$ cat config.mk
export PLATFORM = sky130hd
export DESIGN_NAME = sram_like_arbiter
export DESIGN_NICKNAME = d
export VERILOG_FILES = /design/src/rtl/sram_like_arbiter.sv
export SDC_FILE = /design/constraint.sdc
export NUM_CORES = 1
export LEC_CHECK = 0
export CAP_MARGIN = 20
export CORE_AREA = 2 2 125 127
export DETAILED_ROUTE_END_ITERATION = 8
export DIE_AREA = 0 0 127 129
export SKIP_CTS_REPAIR_TIMING = 1
export SYNTH_ARGS = -nofsm -noshare
export SYNTH_HDL_FRONTEND = slang
export SYNTH_SLANG_ARGS = --single-unit
$ cat constraint.sdc
create_clock -name clk -period 2.3 [get_ports clk]
set_input_delay 0.69 -clock clk [delete_from_list [all_inputs] [get_ports clk]]
set_output_delay 0.69 -clock clk [all_outputs]
set_load 0.005 [all_outputs]
$ cat src/rtl/sram_like_arbiter.sv
// sram_like_arbiter: shares one sram-like slave port between the instruction
// fetch requester (inst) and the data requester (data). Every accepted address
// records its owner in an in-order ID queue, and each returning response is
// routed to the owner of the oldest outstanding transaction.
// Optional feature: define ARB_RR_EN for round-robin tie breaking; when it is
// undefined the data requester always wins ties.
module sram_like_arbiter #(
    parameter int DEPTH = 4
) (
    input  logic        clk,
    input  logic        reset,

    input  logic        inst_req,
    input  logic        inst_wr,
    input  logic [1:0]  inst_size,
    input  logic [3:0]  inst_wstrb,
    input  logic [31:0] inst_addr,
    input  logic [31:0] inst_wdata,
    output logic        inst_addr_ok,
    output logic        inst_data_ok,
    output logic [31:0] inst_rdata,

    input  logic        data_req,
    input  logic        data_wr,
    input  logic [1:0]  data_size,
    input  logic [3:0]  data_wstrb,
    input  logic [31:0] data_addr,
    input  logic [31:0] data_wdata,
    output logic        data_addr_ok,
    output logic        data_data_ok,
    output logic [31:0] data_rdata,

    output logic        s_req,
    output logic        s_wr,
    output logic [1:0]  s_size,
    output logic [3:0]  s_wstrb,
    output logic [31:0] s_addr,
    output logic [31:0] s_wdata,
    input  logic        s_addr_ok,
    input  logic        s_data_ok,
    input  logic [31:0] s_rdata,

    output logic        resp_err
);

    localparam int PTR_W = $clog2(DEPTH);
    localparam int CNT_W = PTR_W + 1;
    localparam logic [CNT_W-1:0] FULL_COUNT = CNT_W'(DEPTH);

    // The lock holds the grant on a request the slave has not yet accepted.
    typedef enum logic {
        LOCK_IDLE,
        LOCK_HELD
    } lock_state_t;

    lock_state_t       lock_state;
    lock_state_t       lock_state_next;
    logic              lock_id;
    logic              lock_id_next;

    logic [DEPTH-1:0]  id_mem;
    logic [PTR_W-1:0]  rd_ptr;
    logic [PTR_W-1:0]  wr_ptr;
    logic [CNT_W-1:0]  count;

    logic              queue_full;
    logic              queue_empty;
    logic              grant_valid;
    logic              grant_id;
    logic              push;
    logic              pop;
    logic              head_id;

`ifdef ARB_RR_EN
    logic              last;
`endif

    assign queue_full  = (count == FULL_COUNT);
    assign queue_empty = (count == '0);
    assign head_id     = id_mem[rd_ptr];

    // Pick the requester that owns the slave port this cycle (0=inst, 1=data).
    always_comb begin
        grant_valid = 1'b0;
        grant_id    = 1'b0;
        if (lock_state == LOCK_HELD) begin
            grant_id    = lock_id;
            grant_valid = lock_id ? data_req : inst_req;
        end else begin
`ifdef ARB_RR_EN
            if (inst_req && data_req) begin
                grant_valid = 1'b1;
                grant_id    = ~last;
            end else if (data_req) begin
                grant_valid = 1'b1;
                grant_id    = 1'b1;
            end else if (inst_req) begin
                grant_valid = 1'b1;
                grant_id    = 1'b0;
            end
`else
            if (data_req) begin
                grant_valid = 1'b1;
                grant_id    = 1'b1;
            end else if (inst_req) begin
                grant_valid = 1'b1;
                grant_id    = 1'b0;
            end
`endif
        end
    end

    // Forward the granted request to the slave, blocked while the queue is full.
    always_comb begin
        s_req   = grant_valid && !queue_full;
        s_wr    = 1'b0;
        s_size  = 2'd0;
        s_wstrb = 4'd0;
        s_addr  = 32'd0;
        s_wdata = 32'd0;
        if (s_req) begin
            if (grant_id) begin
                s_wr    = data_wr;
                s_size  = data_size;
                s_wstrb = data_wstrb;
                s_addr  = data_addr;
                s_wdata = data_wdata;
            end else begin
                s_wr    = inst_wr;
                s_size  = inst_size;
                s_wstrb = inst_wstrb;
                s_addr  = inst_addr;
                s_wdata = inst_wdata;
            end
        end
    end

    assign push         = s_req && s_addr_ok;
    assign pop          = s_data_ok && !queue_empty;
    assign inst_addr_ok = push && !grant_id;
    assign data_addr_ok = push && grant_id;
    assign inst_data_ok = pop && !head_id;
    assign data_data_ok = pop && head_id;
    assign inst_rdata   = s_rdata;
    assign data_rdata   = s_rdata;

    // Engage the lock on an unaccepted request; freeze it while the queue is full.
    always_comb begin
        lock_state_next = lock_state;
        lock_id_next    = lock_id;
        if (!queue_full) begin
            if (s_req && !s_addr_ok) begin
                lock_state_next = LOCK_HELD;
                lock_id_next    = grant_id;
            end else begin
                lock_state_next = LOCK_IDLE;
            end
        end
    end

    // Lock state register.
    always_ff @(posedge clk) begin
        if (reset) begin
            lock_state <= LOCK_IDLE;
            lock_id    <= 1'b0;
        end else begin
            lock_state <= lock_state_next;
            lock_id    <= lock_id_next;
        end
    end

    // ID storage; contents are only meaningful between wr_ptr and rd_ptr.
    always_ff @(posedge clk) begin
        if (push) begin
            id_mem[wr_ptr] <= grant_id;
        end
    end

    // Queue pointers and occupancy; pointers wrap naturally since DEPTH is a power of two.
    always_ff @(posedge clk) begin
        if (reset) begin
            rd_ptr <= '0;
            wr_ptr <= '0;
            count  <= '0;
        end else begin
            if (push) begin
                wr_ptr <= wr_ptr + 1'b1;
            end
            if (pop) begin
                rd_ptr <= rd_ptr + 1'b1;
            end
            case ({push, pop})
                2'b10:   count <= count + 1'b1;
                2'b01:   count <= count - 1'b1;
                default: count <= count;
            endcase
        end
    end

    // Sticky flag for a response that arrives with nothing outstanding.
    always_ff @(posedge clk) begin
        if (reset) begin
            resp_err <= 1'b0;
        end else if (s_data_ok && queue_empty) begin
            resp_err <= 1'b1;
        end
    end

`ifdef ARB_RR_EN
    // Remember who was accepted last so the other side wins the next tie.
    always_ff @(posedge clk) begin
        if (reset) begin
            last <= 1'b1;
        end else if (push) begin
            last <= grant_id;
        end
    end
`endif

endmodule

======== Yosys cells after proc, flatten, opt, wreduce, memory -nomap -nowiden ========
Index checks and enable logic that the tools add are counted.
operators by class
  add/subtract/negate cells ............... 4
  magnitude comparators ................... 3
  equality and inequality tests ........... 3
  multiplexer cells ....................... 23
  bitwise operators ....................... 1
  reductions and logical operators ........ 18
operator list
  cell                   count
  $mux W32               4
  $mux W1                11
  $logic_and A1 B1 Y1    10
  $mux W4                2
  $lt A2 B3 Y1 const B   2
  $pmux W3 S2            1
  $logic_not A1 Y1       5
  $add A2 B1 Y2 const B  2
  $bwmux W4              1
  $mux W2                2
  $add A3 B1 Y3 const B  1
  $eq A3 B3 Y1 const B   1
  $logic_not A3 Y1       1
  $sub A3 B1 Y3 const B  1
  $bmux W1 S2            1
  $demux W1 S2           1
  $eq A2 B1 Y1 const B   1
  $eq A2 B2 Y1 const B   1
  $ge A2 B1 Y1 const B   1
  $reduce_and A2 Y1      1
  $reduce_bool A2 Y1     1
  $not A1 Y1             1
word-level totals
  register bits after elaboration ......... 14
  input bits .............................. 180
  output and inout bits ................... 141
  word-level logic and storage cells ...... 59

======== Logic depth before layout (Yosys ltp) ========
  depth in word-level cells ............... 7
  gate-level depth with buffers ........... 9
  mapped depth without buffers ............ 9

======== Worst setup path after synthesis ========
Ideal clock, no wire load.
  path type ............................... in2reg
  from .................................... input data_req
  to ...................................... register count[2]
  library setup time ...................... 0.070 ns
  arrival time ............................ 2.352 ns
  data required time ...................... 2.230 ns
  slack ................................... -0.122 ns
  stages on the path ...................... 9
  buffers on the path ..................... 0
  cells stage by stage .................... mux2i_1 a211oi_2 inv_1 ha_1 inv_1 fa_1 xor2_1 or3_1 a21oi_1
on the way
  word-level cells in the longest chain between the ends .. 6
  elaborated cells between the ends (all ways) .. 9
  those cells by class .................... eq/ne: 2; mux: 4; reduce/logical: 3
RTL lines
  what                                                      RTL line  text
  start, declared                                           23        input logic data_req,
  $mux W1 (on tied branches)                                102, 88
  $mux W1 (*)                                               86        if (lock_state == LOCK_HELD) begin
  $logic_and A1 B1 Y1 (*)                                   115       s_req = grant_valid && !queue_full;
  $logic_and A1 B1 Y1 (*)                                   138       assign push = s_req && s_addr_ok;
  $eq A2 B1 Y1 / $eq A2 B2 Y1 (equally long branches)       192       case ({push, pop})
  $pmux W3 S2 / $reduce_bool A2 Y1 (equally long branches)  n/a
  end signal, assigned                                      193       2'b10: count <= count + 1'b1;
  end signal, assigned                                      194       2'b01: count <= count - 1'b1;
  end signal, assigned                                      195       default: count <= count;
  end, declared                                             64        logic [CNT_W-1:0] count;
Mark *: on every way between the ends. The rest lies on a longest branch, timed or not.
A chain may end at the register's enable or synchronous reset.

======== Final worst setup path ========
  from .................................... input data_req
  to ...................................... output s_wdata[10]
on the way
  word-level cells in the longest chain between the ends .. 4
  elaborated cells between the ends (all ways) .. 8
  those cells by class .................... mux: 7; reduce/logical: 1
RTL lines
  what                                                    RTL line  text
  $mux W1 (on tied branches)                              102, 88
  $mux W1                                                 86
  $mux W32 / $logic_and A1 B1 Y1 (equally long branches)  122, 115
  $mux W32 (*)                                            121       if (s_req) begin
  end, declared                                           38        output logic [31:0] s_wdata,
Marks and branches as above.

==> results.txt <==
Status - complete, but fails checks
Violated checks - setup timing
Routed via count - 3236
Overall global routing resource usage - 0.104
Worst VDD drop - 281 uV
Critical Path AT - 1.87 ns
Post-route insts no fill - 779
Multi-input logic area - 1910 sq um
Vias in the first global route - 2782
CORE AREA - 15000 sq um
Setup-failing EPs final - 74
Slew HR - 0.726
CTS tree - done
Die Footprint - 16400 sq um
Post-route ant nets - 0
Ys flop type - dfxtp_1
Placed cell area - 4450 sq um
Clk Latency, worst-skew pair - 0.24 ns
Critical Path Fanout Max - 7
Leak - 0.00250 uW
Final weighted congestion in routability-driven placement - 0.698
GRT overflow - 0
Clk sinks - 14
Least-Margin Pin Slew - 0.405 ns
Max_cap viols - 0
Power share of the combinational group - 0.781
Post-synth top cells - 142 x nand2_1, 74 x a21oi_1, 64 x buf_4, 13 x buf_2, 11 x nor2_1
Post-Syn Area - 2290 sq um
Root Driver - clkbuf_16
Cell taking the most area after synthesis - nand2_1
Starting DRT DRC Count - 84
Syn nets - 562
Setup TNS Final - -14.77 ns
Cells after DPL - 728
# rows - 45
Largest net degree at the start of global routing - 55
Fin area - 5570 sq um
Synth area leaders - nand2_1 23%, buf_4 21%, a21oi_1 16%, dfxtp_1 8.7%, edfxtp_1 5.2%
Final Hold Fails - 0
Clock power share - 0.106
Period utilisation layout - 1.12
Synth Area per Inst - 6.10 sq um
First-pass iteration count of the detailed router - 4
Crit path launch type - primary input
CTS buffer count - 3
Gate count of the mapped netlist - 376
Initial core utilization - 0.153
Initial antenna violation count - 0
Via density - 4.15
Filler cells - 1565
Synth unique cells - 32
Number of I/O port buffers - 224
DR DRC count - 0
Post-place setup slack - -1.12 ns
Area Growth Syn to Fin - 143%
Cell Int Power - 1890 uW
CP Data Required Time - 1.61 ns
Die W - 127 um
Kind of end point of the critical path - output port
Nets - 778
Antenna cells - 0
Wire length per cell - 17.5 um
RSZ-0062 raised after global routing - true
Critical path class - in2out
Skew final - 0.000999 ns
Fmax - 390 MHz
Reg power frac - 0.113
Fin Hold WS - 0.476 ns
Clk buf depth - 2
Sw Ratio - 0.399
DRT Wirelength - 13600 um
Pwr per Cell Area - 565 nW/um^2
Warnings from Yosys - 0
Sw Pwr - 1250 uW
Final setup margin - -0.265 ns
Ys async rst share - 0
Most frequent cell after synthesis - nand2_1
Share of post-route cells with drive strength above 1 - 0.497
IO Pins - 321
Seq/Total Area, Yosys - 0.140
Chip height - 129 um
Clock transition at path regs - 0.05 ns
Final slew viol count - 0
Min-Delay Path Class - reg2reg
Post-synth EDFFs - 4
DP Wirelength - 7490 um
First-pass GRT wire length - 13800 um
Flops & latches, synth - 14
Final min period - 2.56 ns
Seq. cell area - 325 sq um
H-tree depth - 1
Synth top area share - 0.232
==> placed cells by master (no fill, tap or decap), types with 3 or more instances in the layout <==
cell type,n
a21oi_1,16
a21oi_2,56
and2_1,5
buf_12,10
buf_2,47
buf_4,25
buf_6,19
buf_8,9
clkbuf_16,16
clkbuf_2,24
clkdlybuf4s50_1,144
dfxtp_1,8
dlymetal6s2s_1,6
edfxtp_1,4
ha_1,4
inv_1,6
nand2_1,81
nand2_2,36
nand2_4,25
nor2_1,10
xor2_1,3
==> stage by stage <==
step           utilization  power (uW)
2_1_floorplan            -        1190
4_1_cts              0.302        2520
3_3_place_gp         0.297        2170
6_report             0.372        3150
5_1_grt              0.372        3370
3_5_place_dp         0.297        2160
==> power by group through the flow <==
| stage | clock [uW] | sequential [uW] | combinational [uW] |
|---|---|---|---|
| floorplan | 0 | 364 | 821 |
| global placement | 0 | 355 | 1810 |
| detailed placement | 0 | 356 | 1810 |
| CTS | 342 | 352 | 1830 |
| global route | 350 | 366 | 2660 |
| finish | 332 | 357 | 2460 |
==> path summary, 6_finish.rpt <==
kind            start          end  slack (ns)  cells past startpoint
max          data_req  s_wdata[10]       -0.26                      8
min          resp_err     resp_err        0.48                      2
max reg2reg   lock_id     count[2]       -0.12                     12
min reg2reg  resp_err     resp_err        0.48                      2
==> cells by family after synthesis <==
logic type,Yosys count,share of synthesized area
AND/OR/NAND/NOR,167,0.292
buffers and inverters,97,0.290
adder cells (fa/ha/maj),6,0.0360
AO/OA/AOI/OAI,82,0.193
flip-flops,14,0.140
multiplexers,6,0.0343
XOR/XNOR,4,0.0153
==> worst max-delay path, stage by stage <==
cell and delay [ns]:
buf_8 0.09, mux2i_4 0.07, a211o_4 0.37, buf_6 0.14
buf_6 0.12, clkbuf_16 0.16, a21oi_2 0.11, buf_2 0.12
==> sequential cells by signal, indices dropped and copies added, names as in the netlist <==
signal      count
wr_ptr          2
id_mem          4
count           3
rd_ptr          2
lock_state      1
resp_err        1
lock_id         1
==> layout make-up <==
type	count	area share
Timing Repair Buffer	297	0.527
Multi-Input combinational cell	265	0.342
Sequential cell	14	0.0584
Tap cell	188	0.0422
Clock buffer	4	0.0141
Inverter	9	0.0108
Timing Repair inverter	2	0.00584
==> metal layers <==
metal  up-vias  GRT usage  routed length, um
met4         0     0.0317                188
met1      1488      0.124               5320
met2       148      0.181               7340
li1       1573          -                  -
met3        27     0.0291                790
met5         -          0                  0
No activity file was read; power rests on OpenSTA's default activity.
